==> src/rtl/scara_cmd_pkg.sv <==
// Shared types for the G-code command queue: command encoding, field widths and queue FSM states.
package scara_cmd_pkg;

    localparam int CMD_W   = 4;
    localparam int COORD_W = 14;

    typedef enum logic [CMD_W-1:0] {
        CMD_G00 = 4'd0,
        CMD_G01 = 4'd1,
        CMD_G20 = 4'd2,
        CMD_G21 = 4'd3,
        CMD_G90 = 4'd4,
        CMD_G91 = 4'd5,
        CMD_M2  = 4'd6,
        CMD_M6  = 4'd7,
        CMD_M72 = 4'd8
    } cmd_t;

    typedef enum logic [1:0] {
        Q_IDLE,
        Q_RUN,
        Q_DONE
    } q_state_t;

    // Codes 9..15 have no meaning to the controller.
    function automatic logic cmd_known(input logic [CMD_W-1:0] code);
        return code <= CMD_M72;
    endfunction

endpackage

==> src/rtl/cmd_queue_mem.sv <==
// Queue storage: one synchronous write port, one asynchronous read port.
// Latency: write visible on the read port the cycle after it is written.
// Backpressure: none; the owner gates the write enable.
module cmd_queue_mem #(
    parameter int DEPTH = 16,
    parameter int WIDTH = 32
) (
    input  logic                     clk,
    input  logic                     we,
    input  logic [$clog2(DEPTH)-1:0] waddr,
    input  logic [WIDTH-1:0]         wdata,
    input  logic [$clog2(DEPTH)-1:0] raddr,
    output logic [WIDTH-1:0]         rdata
);

    logic [WIDTH-1:0] mem [DEPTH];

    always_ff @(posedge clk) begin
        if (we) begin
            mem[waddr] <= wdata;
        end
    end

    assign rdata = mem[raddr];

endmodule

==> src/rtl/gcode_cmd_queue.sv <==
// G-code command queue feeding the SCARA motion controller; M2 ends a run. Macro: GCODE_CMD_FILTER_EN.
// Latency: push visible at the head 1 cycle later (no fall-through).
// Backpressure: wr_ready drops when full or blocked; head held while controller_ready=0.
module gcode_cmd_queue
    import scara_cmd_pkg::*;
#(
    parameter int DEPTH   = 16,
    parameter int COORD_W = 14
) (
    input  logic                     clk,
    input  logic                     rst_n,
    input  logic                     start,
    input  logic                     block,
    input  logic                     wr_valid,
    output logic                     wr_ready,
    input  logic [3:0]               wr_cmd,
    input  logic [COORD_W-1:0]       wr_x,
    input  logic [COORD_W-1:0]       wr_y,
    input  logic                     controller_ready,
    output logic                     memory_ready,
    output logic [3:0]               cmd,
    output logic [COORD_W-1:0]       x_value,
    output logic [COORD_W-1:0]       y_value,
    output logic [$clog2(DEPTH):0]   count,
    output logic                     program_done,
    output logic                     overflow,
    output logic                     bad_cmd
);

    localparam int AW = $clog2(DEPTH);
    localparam int CW = AW + 1;
    localparam int EW = CMD_W + 2 * COORD_W;

    q_state_t          state, state_nxt;
    logic [AW-1:0]     wr_ptr, rd_ptr;
    logic [CW-1:0]     cnt;
    logic              full, empty;
    logic              wr_fire, push, pop, m2_pop, head_is_m2;
    logic [EW-1:0]     head;
    logic [CMD_W-1:0]  head_cmd;
    logic [COORD_W-1:0] head_x, head_y;

    assign full     = (cnt == CW'(DEPTH));
    assign empty    = (cnt == '0);
    // Gating with rst_n keeps the loader stalled while reset is held.
    assign wr_ready = rst_n & ~full & ~block;
    assign wr_fire  = wr_valid & wr_ready;

`ifdef GCODE_CMD_FILTER_EN
    logic code_ok;
    assign code_ok = cmd_known(wr_cmd);
    assign push    = wr_fire & code_ok;

    always_ff @(posedge clk or negedge rst_n) begin
        if (!rst_n) begin
            bad_cmd <= 1'b0;
        end else if (wr_fire && !code_ok) begin
            bad_cmd <= 1'b1;
        end
    end
`else
    assign push    = wr_fire;
    assign bad_cmd = 1'b0;
`endif

    cmd_queue_mem #(
        .DEPTH (DEPTH),
        .WIDTH (EW)
    ) u_mem (
        .clk   (clk),
        .we    (push),
        .waddr (wr_ptr),
        .wdata ({wr_cmd, wr_x, wr_y}),
        .raddr (rd_ptr),
        .rdata (head)
    );

    assign head_cmd = head[EW-1 -: CMD_W];
    assign head_x   = head[2*COORD_W-1 -: COORD_W];
    assign head_y   = head[COORD_W-1:0];

    // M2 is consumed inside the queue; the controller never sees it.
    assign head_is_m2   = ~empty & (head_cmd == CMD_M2);
    assign memory_ready = (state == Q_RUN) & ~empty & ~head_is_m2;
    assign m2_pop       = (state == Q_RUN) & head_is_m2 & ~block;
    assign pop          = (memory_ready & controller_ready & ~block) | m2_pop;

    assign cmd          = memory_ready ? head_cmd : '0;
    assign x_value      = memory_ready ? head_x   : '0;
    assign y_value      = memory_ready ? head_y   : '0;
    assign count        = cnt;
    assign program_done = (state == Q_DONE);

    always_ff @(posedge clk or negedge rst_n) begin
        if (!rst_n) begin
            wr_ptr <= '0;
            rd_ptr <= '0;
            cnt    <= '0;
        end else if (block) begin
            wr_ptr <= '0;
            rd_ptr <= '0;
            cnt    <= '0;
        end else begin
            if (push) begin
                wr_ptr <= wr_ptr + AW'(1);
            end
            if (pop) begin
                rd_ptr <= rd_ptr + AW'(1);
            end
            case ({push, pop})
                2'b10:   cnt <= cnt + CW'(1);
                2'b01:   cnt <= cnt - CW'(1);
                default: cnt <= cnt;
            endcase
        end
    end

    always_ff @(posedge clk or negedge rst_n) begin
        if (!rst_n) begin
            overflow <= 1'b0;
        end else if (wr_valid && full) begin
            overflow <= 1'b1;
        end
    end

    always_ff @(posedge clk or negedge rst_n) begin
        if (!rst_n) begin
            state <= Q_IDLE;
        end else begin
            state <= state_nxt;
        end
    end

    always_comb begin
        state_nxt = state;
        if (block) begin
            state_nxt = Q_IDLE;
        end else begin
            case (state)
                Q_IDLE:  if (start) state_nxt = Q_RUN;
                Q_RUN:   if (head_is_m2) state_nxt = Q_DONE;
                Q_DONE:  if (start) state_nxt = Q_RUN;
                default: state_nxt = Q_IDLE;
            endcase
        end
    end

endmodule

==> config.mk <==
export PLATFORM = sky130hd
export DESIGN_NAME = gcode_cmd_queue
export DESIGN_NICKNAME = d
export VERILOG_FILES = /design/src/rtl/scara_cmd_pkg.sv /design/src/rtl/cmd_queue_mem.sv /design/src/rtl/gcode_cmd_queue.sv
export SDC_FILE = /design/constraint.sdc
export NUM_CORES = 1
export LEC_CHECK = 0
export CAP_MARGIN = 5
export CORE_UTILIZATION = 40
export CTS_BUF_LIST = sky130_fd_sc_hd__clkbuf_8
export DETAILED_ROUTE_END_ITERATION = 10
export RECOVER_POWER = 50
export SETUP_SLACK_MARGIN = 0.3
export SYNTH_ARGS = -nofsm -noshare
export SYNTH_HDL_FRONTEND = slang
export SYNTH_SLANG_ARGS = --single-unit
==> constraint.sdc <==
create_clock -name clk -period 4.9 [get_ports clk]
set_input_delay 1.47 -clock clk [delete_from_list [all_inputs] [get_ports clk]]
set_output_delay 1.47 -clock clk [all_outputs]
set_load 0.03 [all_outputs]
==> results of run 1 <==
## metrics by stage
| step | utilization [%] | power (mW) | cells | setup WS, ns | cell area [um^2] |
|---|---|---|---|---|---|
| after global routing | 48.9 | 9.74 | 1838 | 0.0766 | 24700 |
| after global placement | 44.6 | 5.94 | 1656 | 0.291 | 22500 |
| final | 48.9 | 9.41 | 1838 | 0.200 | 24700 |
| after CTS | 48.8 | 9.48 | 1835 | 0.206 | 24600 |
| after floorplan | - | 5.64 | 909 | 0.390 | 20600 |
| after detailed placement | 44.6 | 5.96 | 1656 | 0.273 | 22500 |
## cells by family after synthesis
family / count (synthesis)
compound gates: 46
xor+xnor: 6
fa+ha+maj: 9
buf+inv: 57
flops: 528
mux: 166
other cells: 1
simple gates: 96
## flip-flops by register name, summed over array words and instances (netlist names)
register	count
rd_ptr	4
wr_ptr	4
u_mem.mem	512
count	5
overflow	1
state	2
## per-layer routing
metal	up-vias	GRT usage (%)	wire length [um]
met5	-	0	17
li1	4234	-	-
met4	2	5.44	919
met2	319	29.7	23400
met3	81	4.07	2620
met1	5441	26.0	21300
## critical path, cell delays in order (launching register included)
cell       delay (ns)
dfrtp_4          0.54
buf_12           0.18
mux2i_2          0.15
a221oi_2         0.34
buf_4            0.17
a22oi_2          0.08
nand2_2          0.12
and4_1           0.22
nand2b_4         0.29
clkbuf_16        0.24
nor2b_2          0.05
buf_4            0.16
## path summary, 6_finish.rpt
kind / start / endpoint / slack [ns] / cells past startpoint
worst max-delay path: rd_ptr[0]$_DFFE_PN0P_ / y_value[0] / 0.20 / 11
worst min-delay path: overflow$_DFFE_PN0P_ / overflow$_DFFE_PN0P_ / 0.46 / 1
worst max register to register: rd_ptr[0]$_DFFE_PN0P_ / count[4]$_DFFE_PN0P_ / 0.63 / 17
worst min register to register: overflow$_DFFE_PN0P_ / overflow$_DFFE_PN0P_ / 0.46 / 1
max in group asynchronous: rst_n / rd_ptr[1]$_DFFE_PN0P_ / 2.67 / 2
min in group asynchronous: rst_n / count[4]$_DFFE_PN0P_ / 1.53 / 2
## power breakdown
part | switching (mW) | total, mW | internal (mW) | leakage (nW)
clock network | 1.68 | 3.38 | 1.70 | 0.902
logic | 0.511 | 1.01 | 0.497 | 2.20
registers | 0.0239 | 5.01 | 4.99 | 4.81
## layout by cell type (no fill, tap or decap), drive strengths merged, types with 3 or more instances in the layout
cell type / count
nor2b: 31
nor3b: 3
buf: 89
nor3: 4
clkinv: 32
bufbuf: 4
a21oi: 9
nand3: 4
and2: 15
o21ai: 11
dfrtp: 16
clkbuf: 95
ha: 8
nand2b: 3
and3: 5
a221oi: 10
xnor2: 4
clkdlybuf4s50: 9
a22oi: 3
mux2i: 18
nor2: 14
edfxtp: 512
nand2: 10
inv: 45
mux4: 148
dlygate4sd3: 35
## cell type report
cell class                      instances  area [um^2]
Timing Repair Buffer                  144         1690
Multi-Input combinational cell        324         4820
Tap cell                              672          841
Inverter                               10         37.5
Clock buffer                           90         1240
Clock inverter                         69          282
Fill cell                            4118        25800
Antenna cell                            1         2.50
Sequential cell                       528        15800
## repair_timing
action / in CTS / in global routing
gates cloned: 6 / 1
endpoints found under the setup margin: 33 / 32
resized for setup: 88 / 26
pin swaps: 8 / 2
setup buffers: 14 / 1
==> impl_metrics.tcl, run 1 <==
set metrics [dict create \
    gp_congestion 0.792 \
    core-area_mm2 0.0505 \
    postRouteAntennaNets 0 \
    synth-adder-area-share_pct 0.582 \
    worst_pin_slew_ns 1.46 \
    ys_types 53 \
    p_leak_nw 7.91 \
    power.density_mw_per_mm2 381 \
    layout.nets 1142 \
    cp_data_arrival_time_ns 3.23 \
    first_iter_violations 803 \
    cts_buffer_depth 3 \
    portBuffers 78 \
    grt_max_degree 53 \
    required_ns 3.43 \
    synth_compound_gate_area_share_pct 1.62 \
    fin_crit_ns 4.70 \
    grt_pass1_wl_um 70400 \
    die_h_um 229 \
    wl_per_cell_um 26.2 \
    critPathCaptureType "output pin" \
    drc 0 \
    synth.most_common_cell "edfxtp_1" \
    relSlewSlack_pct 2.61 \
    grt_overflow_total 0 \
    max_freq_mhz 213 \
    clk_pin_slew_ns 0.06 \
    synthCells 909 \
    finClkSkew_ns 0.0198 \
    synthFlopType "edfxtp_1" \
    via_count 10100 \
    clk_latency_ns 0.65 \
    synth_common_cells "512 x edfxtp_1, 148 x mux4_2, 31 x nor2b_1" \
    tns_ns 0 \
    synthSimpleGateAreaFrac_pct 2.67 \
    path_class "reg -> out" \
    ys_ff_latch 528 \
    routed_via_density 5.48 \
    hold_class "reg -> reg" \
    status "complete, no violations" \
    ys_seq_area_share_pct 76.5 \
    die_w_um 229 \
    drt-pass1-iter-count 5 \
    hold_ws_ns 0.462 \
    syn_to_final_growth_pct 19.7 \
    drv_cap 0 \
    cts-hold-fix-buffers 0 \
    synthMuxAreaShare_pct 17.0 \
    grt_pass1_vias 10600 \
    ys_warn_count 0 \
    post_synth.cell_area_avg_um2 22.7 \
    drive_gt1_share_pct 34.9 \
    fp.dieArea_mm2 0.0525 \
    yosysTopAreaCellShare_pct 74.5 \
    rsz0062_at_grt "yes" \
    path_max_fanout 11 \
    synth_top_family_by_area "multiplexers" \
    tritoncts "done" \
    synth_top_area_cell "edfxtp_1" \
    cts.sinks 528 \
    hold_viol 0 \
    place_hpwl_um 23600 \
    synth-edff-count 512 \
    start_kind "flop" \
    synthXorXnorAreaFrac_pct 0.255 \
    routed_wl_um 48200 \
    layout_worst_path_cycle_share_pct 95.9 \
    synth_nets 956 \
    ys_top_cells_by_area "edfxtp_1 75%, mux4_2 16%, dfrtp_1 1.9%, nor2b_1 0.94%, mux2i_1 0.87%" \
    initial_core_util_pct 40.9 \
    cts_htree_levels 3 \
    grt_antenna_before_repair 4 \
    finalSetupViolCount 0 \
    async_flop_share_pct 3.03 \
    grt_usage_pct 18.7 \
    num_rows 82 \
    slew_viol_final 0 \
    io_pins 80 \
    numCtsBuffers 87 \
    synth.cell_area_mm2 0.0206 \
    ir_drop_v 0.000333 \
    root_buffer "clkbuf_8" \
]
Power figures use the tool's default switching activity.
==> run 2: changes to the inputs <==
--- a/config.mk
+++ b/config.mk
@@ -5,9 +5,11 @@
 export SDC_FILE = /design/constraint.sdc
 export NUM_CORES = 1
 export LEC_CHECK = 0
+export ABC_AREA = 1
 export CAP_MARGIN = 5
 export CORE_UTILIZATION = 40
 export CTS_BUF_LIST = sky130_fd_sc_hd__clkbuf_8
+export CTS_CLUSTER_SIZE = 25
 export DETAILED_ROUTE_END_ITERATION = 10
 export RECOVER_POWER = 50
 export SETUP_SLACK_MARGIN = 0.3
==> impl_metrics.tcl, run 2 <==
set metrics [dict create \
    syn_to_final_growth_pct 17.5 \
    cts_htree_levels 3 \
    wl_per_cell_um 21.8 \
    ys_ff_latch 528 \
    tns_ns 0 \
    layout.nets 1796 \
    place_area_mm2 0.0232 \
    postRouteAntennaNets 0 \
    num_rows 83 \
    clk_latency_ns 0.67 \
    p_sw_mw 2.96 \
    ys_warn_count 0 \
    synth_top_area_cell "edfxtp_1" \
    top_register "u_mem.mem" \
    diodes 0 \
    via_count 13700 \
    status "complete, no violations" \
    grt_pass1_vias 13400 \
    hold_viol 0 \
    tritoncts "done" \
    final_common_cell "edfxtp_1" \
    internal_power_mw 7.46 \
    hold_class "reg -> reg" \
    pwr-share-clk_pct 31.8 \
    r2r_start "rd_ptr[0]$_DFFE_PN0P_" \
    fin_crit_ns 4.55 \
    ys_seq_area_share_pct 74.5 \
    ir_drop_v 0.000175 \
    synthCells 1632 \
    cts-hold-fix-buffers 0 \
    worst_pin_slew_ns 1.44 \
    required_ns 3.43 \
    layout_worst_path_cycle_share_pct 92.8 \
    synthFlopType "edfxtp_1" \
    finClkSkew_ns 0.0256 \
    drt-pass1-iter-count 5 \
    crit_start "rd_ptr[0]$_DFFE_PN0P_" \
    power_mw 10.4 \
    final_cell_mix "512 x edfxtp_1, 424 x nand2_1, 179 x a21oi_1" \
    drc 0 \
    rrSetupSlack_ns 1.41 \
    drv_cap 0 \
    synth-edff-count 512 \
    ys_top_cells_by_area "edfxtp_1 73%, nand2_1 7.5%, a21oi_1 4.2%, a221oi_1 2.3%, dfrtp_1 1.9%" \
    cp_data_arrival_time_ns 3.08 \
    start_kind "flop" \
    initial_core_util_pct 40.9 \
    routed_wl_um 54200 \
    grt_max_degree 99 \
    synth.most_common_cell "edfxtp_1" \
    grt_usage_pct 20.0 \
    path_max_fanout 14 \
    cts.sinks 528 \
    max_freq_mhz 220 \
    grt_pass1_wl_um 80500 \
    grt_overflow_total 0 \
    die_h_um 232 \
    finalSetupViolCount 0 \
    p_leak_nw 8.74 \
    numCtsBuffers 86 \
    cts_buffer_depth 3 \
    routed_via_density 5.52 \
    place_hpwl_um 28200 \
    synth_nets 1679 \
    gp_congestion 0.768 \
    synth.cell_area_mm2 0.0212 \
    pwr-share-comb_pct 19.8 \
    synth_common_cells "512 x edfxtp_1, 424 x nand2_1, 179 x a21oi_1" \
    relSlewSlack_pct 3.84 \
    hp-start "overflow$_DFFE_PN0P_" \
    io_pins 80 \
    portBuffers 78 \
    critPathCaptureType "output pin" \
    first_iter_violations 1176 \
    largest_reg_flops 512 \
    swShare_pct 28.4 \
    grt_antenna_before_repair 2 \
    path_class "reg -> out" \
    ys_types 36 \
    power_frac_seq_pct 48.4 \
    die_w_um 232 \
    core-area_mm2 0.0518 \
    clk_pin_slew_ns 0.06 \
    fp.dieArea_mm2 0.0539 \
    rsz0062_at_grt "yes" \
    power.density_mw_per_mm2 419 \
    stdcell_area_mm2 0.0249 \
    drive_gt1_share_pct 13.0 \
    slew_viol_final 0 \
    root_buffer "clkbuf_8" \
    post_synth.cell_area_avg_um2 13.0 \
    async_flop_share_pct 3.03 \
    yosysTopAreaCellShare_pct 72.6 \
]
[run 2: cell type report]
cell class	count	area, um^2
timing repair buffer	133	1670
tap	680	851
inverter	40	181
sequential	528	15800
timing repair inverter	2	17.5
clock inverter	52	218
fill	4480	26900
clock buffer	89	1220
multi-input combinational	958	4950
[run 2: kinds of logic (layout without fill, tap and decap cells)]
kind of cell / after synthesis / in the layout / synth area share, %
adders and majority gates: 9 / 9 / 0.567
AOI/OAI and AO/OA: 345 / 345 / 10.4
other: 1 / 1 / 0.0177
xor gates and xnor gates: 3 / 3 / 0.124
and+or+nand+nor: 600 / 600 / 11.4
buffers and inverters: 146 / 316 / 2.95
DFF: 528 / 528 / 74.5
[run 2: per-stage QoR]
step                      instances  hold slack [ns]  utilization [%]  setup slack, ns
after floorplan                1632            0.523                -            0.681
after global placement         2334            0.451             44.9            0.594
after detailed placement       2334            0.461             44.9            0.562
after CTS                      2479            0.475             47.9            0.301
after global routing           2482            0.492             48.0            0.199
final                          2482            0.471             48.0            0.352
[run 2: layer usage]
| layer | GRT usage (%) | share of wire (%) | routed length [um] |
|---|---|---|---|
| met5 | 0 | 0.020 | 11 |
| met4 | 6.60 | 1.7 | 926 |
| met3 | 3.34 | 6.3 | 3430 |
| met2 | 32.3 | 48 | 26200 |
| met1 | 27.3 | 44 | 23600 |
[run 2: timing repair]
| item | CTS | global route |
|---|---|---|
| resized for setup | 18 | 20 |
| hold endpoints to repair | 0 | 0 |
| cloned | 1 | 3 |
| pin swaps | 0 | 2 |
| buffers inserted | 3 | 0 |
| setup endpoints to repair | 30 | 29 |
[run 2: worst paths after layout]
kind | to | cells after the start
worst min-delay path | overflow$_DFFE_PN0P_ | 1
max in group asynchronous | rd_ptr[2]$_DFFE_PN0P_ | 2
worst min register to register | overflow$_DFFE_PN0P_ | 1
min in group asynchronous | count[1]$_DFFE_PN0P_ | 2
worst max register to register | count[4]$_DFFE_PN0P_ | 21
worst max-delay path | y_value[13] | 13
[run 2: worst max-delay path, stage by stage (launching register included)]
cell,delay (ns)
dfrtp_4,0.58
buf_12,0.18
or2_1,0.22
nand3_1,0.07
nand3_1,0.08
nand2_1,0.06
nand2_1,0.08
inv_2,0.09
nor2_4,0.04
nand2_2,0.09
nand2_4,0.12
clkbuf_16,0.24
nor3_2,0.38
buf_12,0.17
[run 2: power groups by stage]
stage	logic, mW	registers, mW	clock network, mW
CTS	2.00	5.05	3.38
floorplan	1.06	5.16	0
detailed placement	1.94	5.15	0
global route	2.22	5.05	3.57
global placement	1.92	5.14	0
finish	2.06	5.05	3.31
==> run 3: changes to the inputs <==
--- a/config.mk
+++ b/config.mk
@@ -7,6 +7,7 @@
 export LEC_CHECK = 0
 export ABC_AREA = 1
 export CAP_MARGIN = 5
+export CORE_MARGIN = 1.5
 export CORE_UTILIZATION = 40
 export CTS_BUF_LIST = sky130_fd_sc_hd__clkbuf_8
 export CTS_CLUSTER_SIZE = 25
==> impl_metrics.tcl, run 3 (same netlist as run 2, synthesis figures left out) <==
set metrics [dict create \
    whs_endpoint "overflow$_DFFE_PN0P_" \
    final_cell_mix "512 x edfxtp_1, 424 x nand2_1, 179 x a21oi_1" \
    path_class "reg -> out" \
    core-area_mm2 0.0524 \
    hold_viol 0 \
    worstReg2RegEnd "count[4]$_DFFE_PN0P_" \
    stdcell_area_mm2 0.0252 \
    cp_data_arrival_time_ns 3.02 \
    required_ns 3.43 \
    layout.nets 1809 \
    grt_max_degree 111 \
    cts_htree_levels 3 \
    start_kind "flop" \
    postRouteAntennaNets 0 \
    routed_wl_um 55800 \
    clk_pin_slew_ns 0.06 \
    power.density_mw_per_mm2 426 \
    grt_usage_pct 20.2 \
    drt-pass1-iter-count 5 \
    layout_worst_path_cycle_share_pct 91.6 \
    drc 0 \
    hp-start "overflow$_DFFE_PN0P_" \
    tns_ns 0 \
    dp.cells 2347 \
    top_register "u_mem.mem" \
    initial_core_util_pct 40.4 \
    wl_per_cell_um 22.1 \
    routed_via_density 5.51 \
    r2r_cells 23 \
    io_pins 80 \
    fin_ws_ns 0.414 \
    critPathCaptureType "output pin" \
    cts.sinks 528 \
    dp_slack_ns 0.597 \
    die_w_um 233 \
    portBuffers 78 \
    gp_congestion 0.769 \
    die_h_um 233 \
    fin_crit_ns 4.49 \
    grt_pass1_wl_um 82000 \
    place_area_mm2 0.0233 \
    syn_to_final_growth_pct 19.1 \
    slew_viol_final 0 \
    hold_class "reg -> reg" \
    tritoncts "done" \
    largest_reg_flops 512 \
    status "complete, no violations" \
    root_buffer "clkbuf_8" \
    path_max_fanout 14 \
    first_iter_violations 1473 \
    rrSetupSlack_ns 1.53 \
    cts_buffer_depth 3 \
    fp.dieArea_mm2 0.0543 \
    p_leak_nw 8.92 \
    drv_cap 0 \
    worst_pin_slew_ns 1.04 \
    final_common_cell "edfxtp_1" \
    grt_pass1_vias 13500 \
    via_count 13900 \
    finClkSkew_ns 0.0352 \
    grt_antenna_before_repair 4 \
    cts-hold-fix-buffers 0 \
    r2r_start "rd_ptr[0]$_DFFE_PN0P_" \
    max_freq_mhz 223 \
    final_cells 2520 \
    ir_drop_v 0.000204 \
    drive_gt1_share_pct 14.2 \
    clk_latency_ns 0.65 \
    num_rows 84 \
    numCtsBuffers 86 \
    finalSetupViolCount 0 \
    relSlewSlack_pct 30.9 \
    grt_overflow_total 0 \
    place_hpwl_um 27200 \
    min_path_cells 1 \
    rsz0062_at_grt "yes" \
]
[run 3: metrics by stage]
step                      hold WS (ns)  utilization [%]  total power, mW
after detailed placement         0.466             44.5             7.13
final                            0.473             48.1             10.8
after global routing             0.489             48.1             11.2
after global placement           0.455             44.5             7.11
after CTS                        0.481             47.6             10.7
after floorplan                  0.523                -             6.23
[run 3: report_power, final]
group | total, mW | switching (mW) | internal (mW)
clock network | 3.56 | 1.73 | 1.83
logic | 2.15 | 1.29 | 0.866
registers | 5.04 | 0.0416 | 5.00
[run 3: per-layer routing]
layer,global-route usage (%),wire (um)
met1,27.9,24300
met2,32.5,26500
met3,3.49,3820
met4,6.71,1120
met5,0,23
[run 3: layout make-up]
cell class                      count  area [um^2]
Antenna cell                        2         5.00
Clock buffer                       88         1210
Clock inverter                     68          367
Fill cell                        4519        27200
Inverter                           40          186
Multi-Input combinational cell    958         4980
Sequential cell                   528        15800
Tap cell                          688          861
Timing Repair Buffer              147         1820
Timing Repair inverter              1         16.3
[run 3: how the worst max path moves through the flow]
stage / startpoint / end / slack (ns) / cells past startpoint
6_report: rd_ptr[0]$_DFFE_PN0P_ / y_value[12] / 0.41 / 13
5_1_grt: rd_ptr[0]$_DFFE_PN0P_ / y_value[12] / 0.24 / 14
4_1_cts: rd_ptr[0]$_DFFE_PN0P_ / cmd[0] / 0.24 / 15
3_5_place_dp: block / wr_ready / 0.60 / 5
3_3_place_gp: block / wr_ready / 0.59 / 5
2_1_floorplan: block / u_mem.mem[11][0]$_DFFE_PP_ / 0.68 / 7
[run 3: worst max-delay path, cell delays in order (launching register included)]
cell and delay [ns]:
dfrtp_4 0.55, buf_2 0.19, or2_1 0.23, nand3_1 0.09
nand3_1 0.08, nand2_1 0.07, nand2_1 0.06, inv_2 0.09
nor2_4 0.05, nand2_2 0.09, nand2_4 0.11, clkbuf_16 0.23
nor3_1 0.35, buf_12 0.17
[run 3: timing repair]
item,4_1_cts,5_1_grt
hold endpoints to repair,0,0
buffers inserted,5,6
pin swaps,0,2
setup endpoints to repair,30,30
resized for setup,4,31
gates cloned,0,4
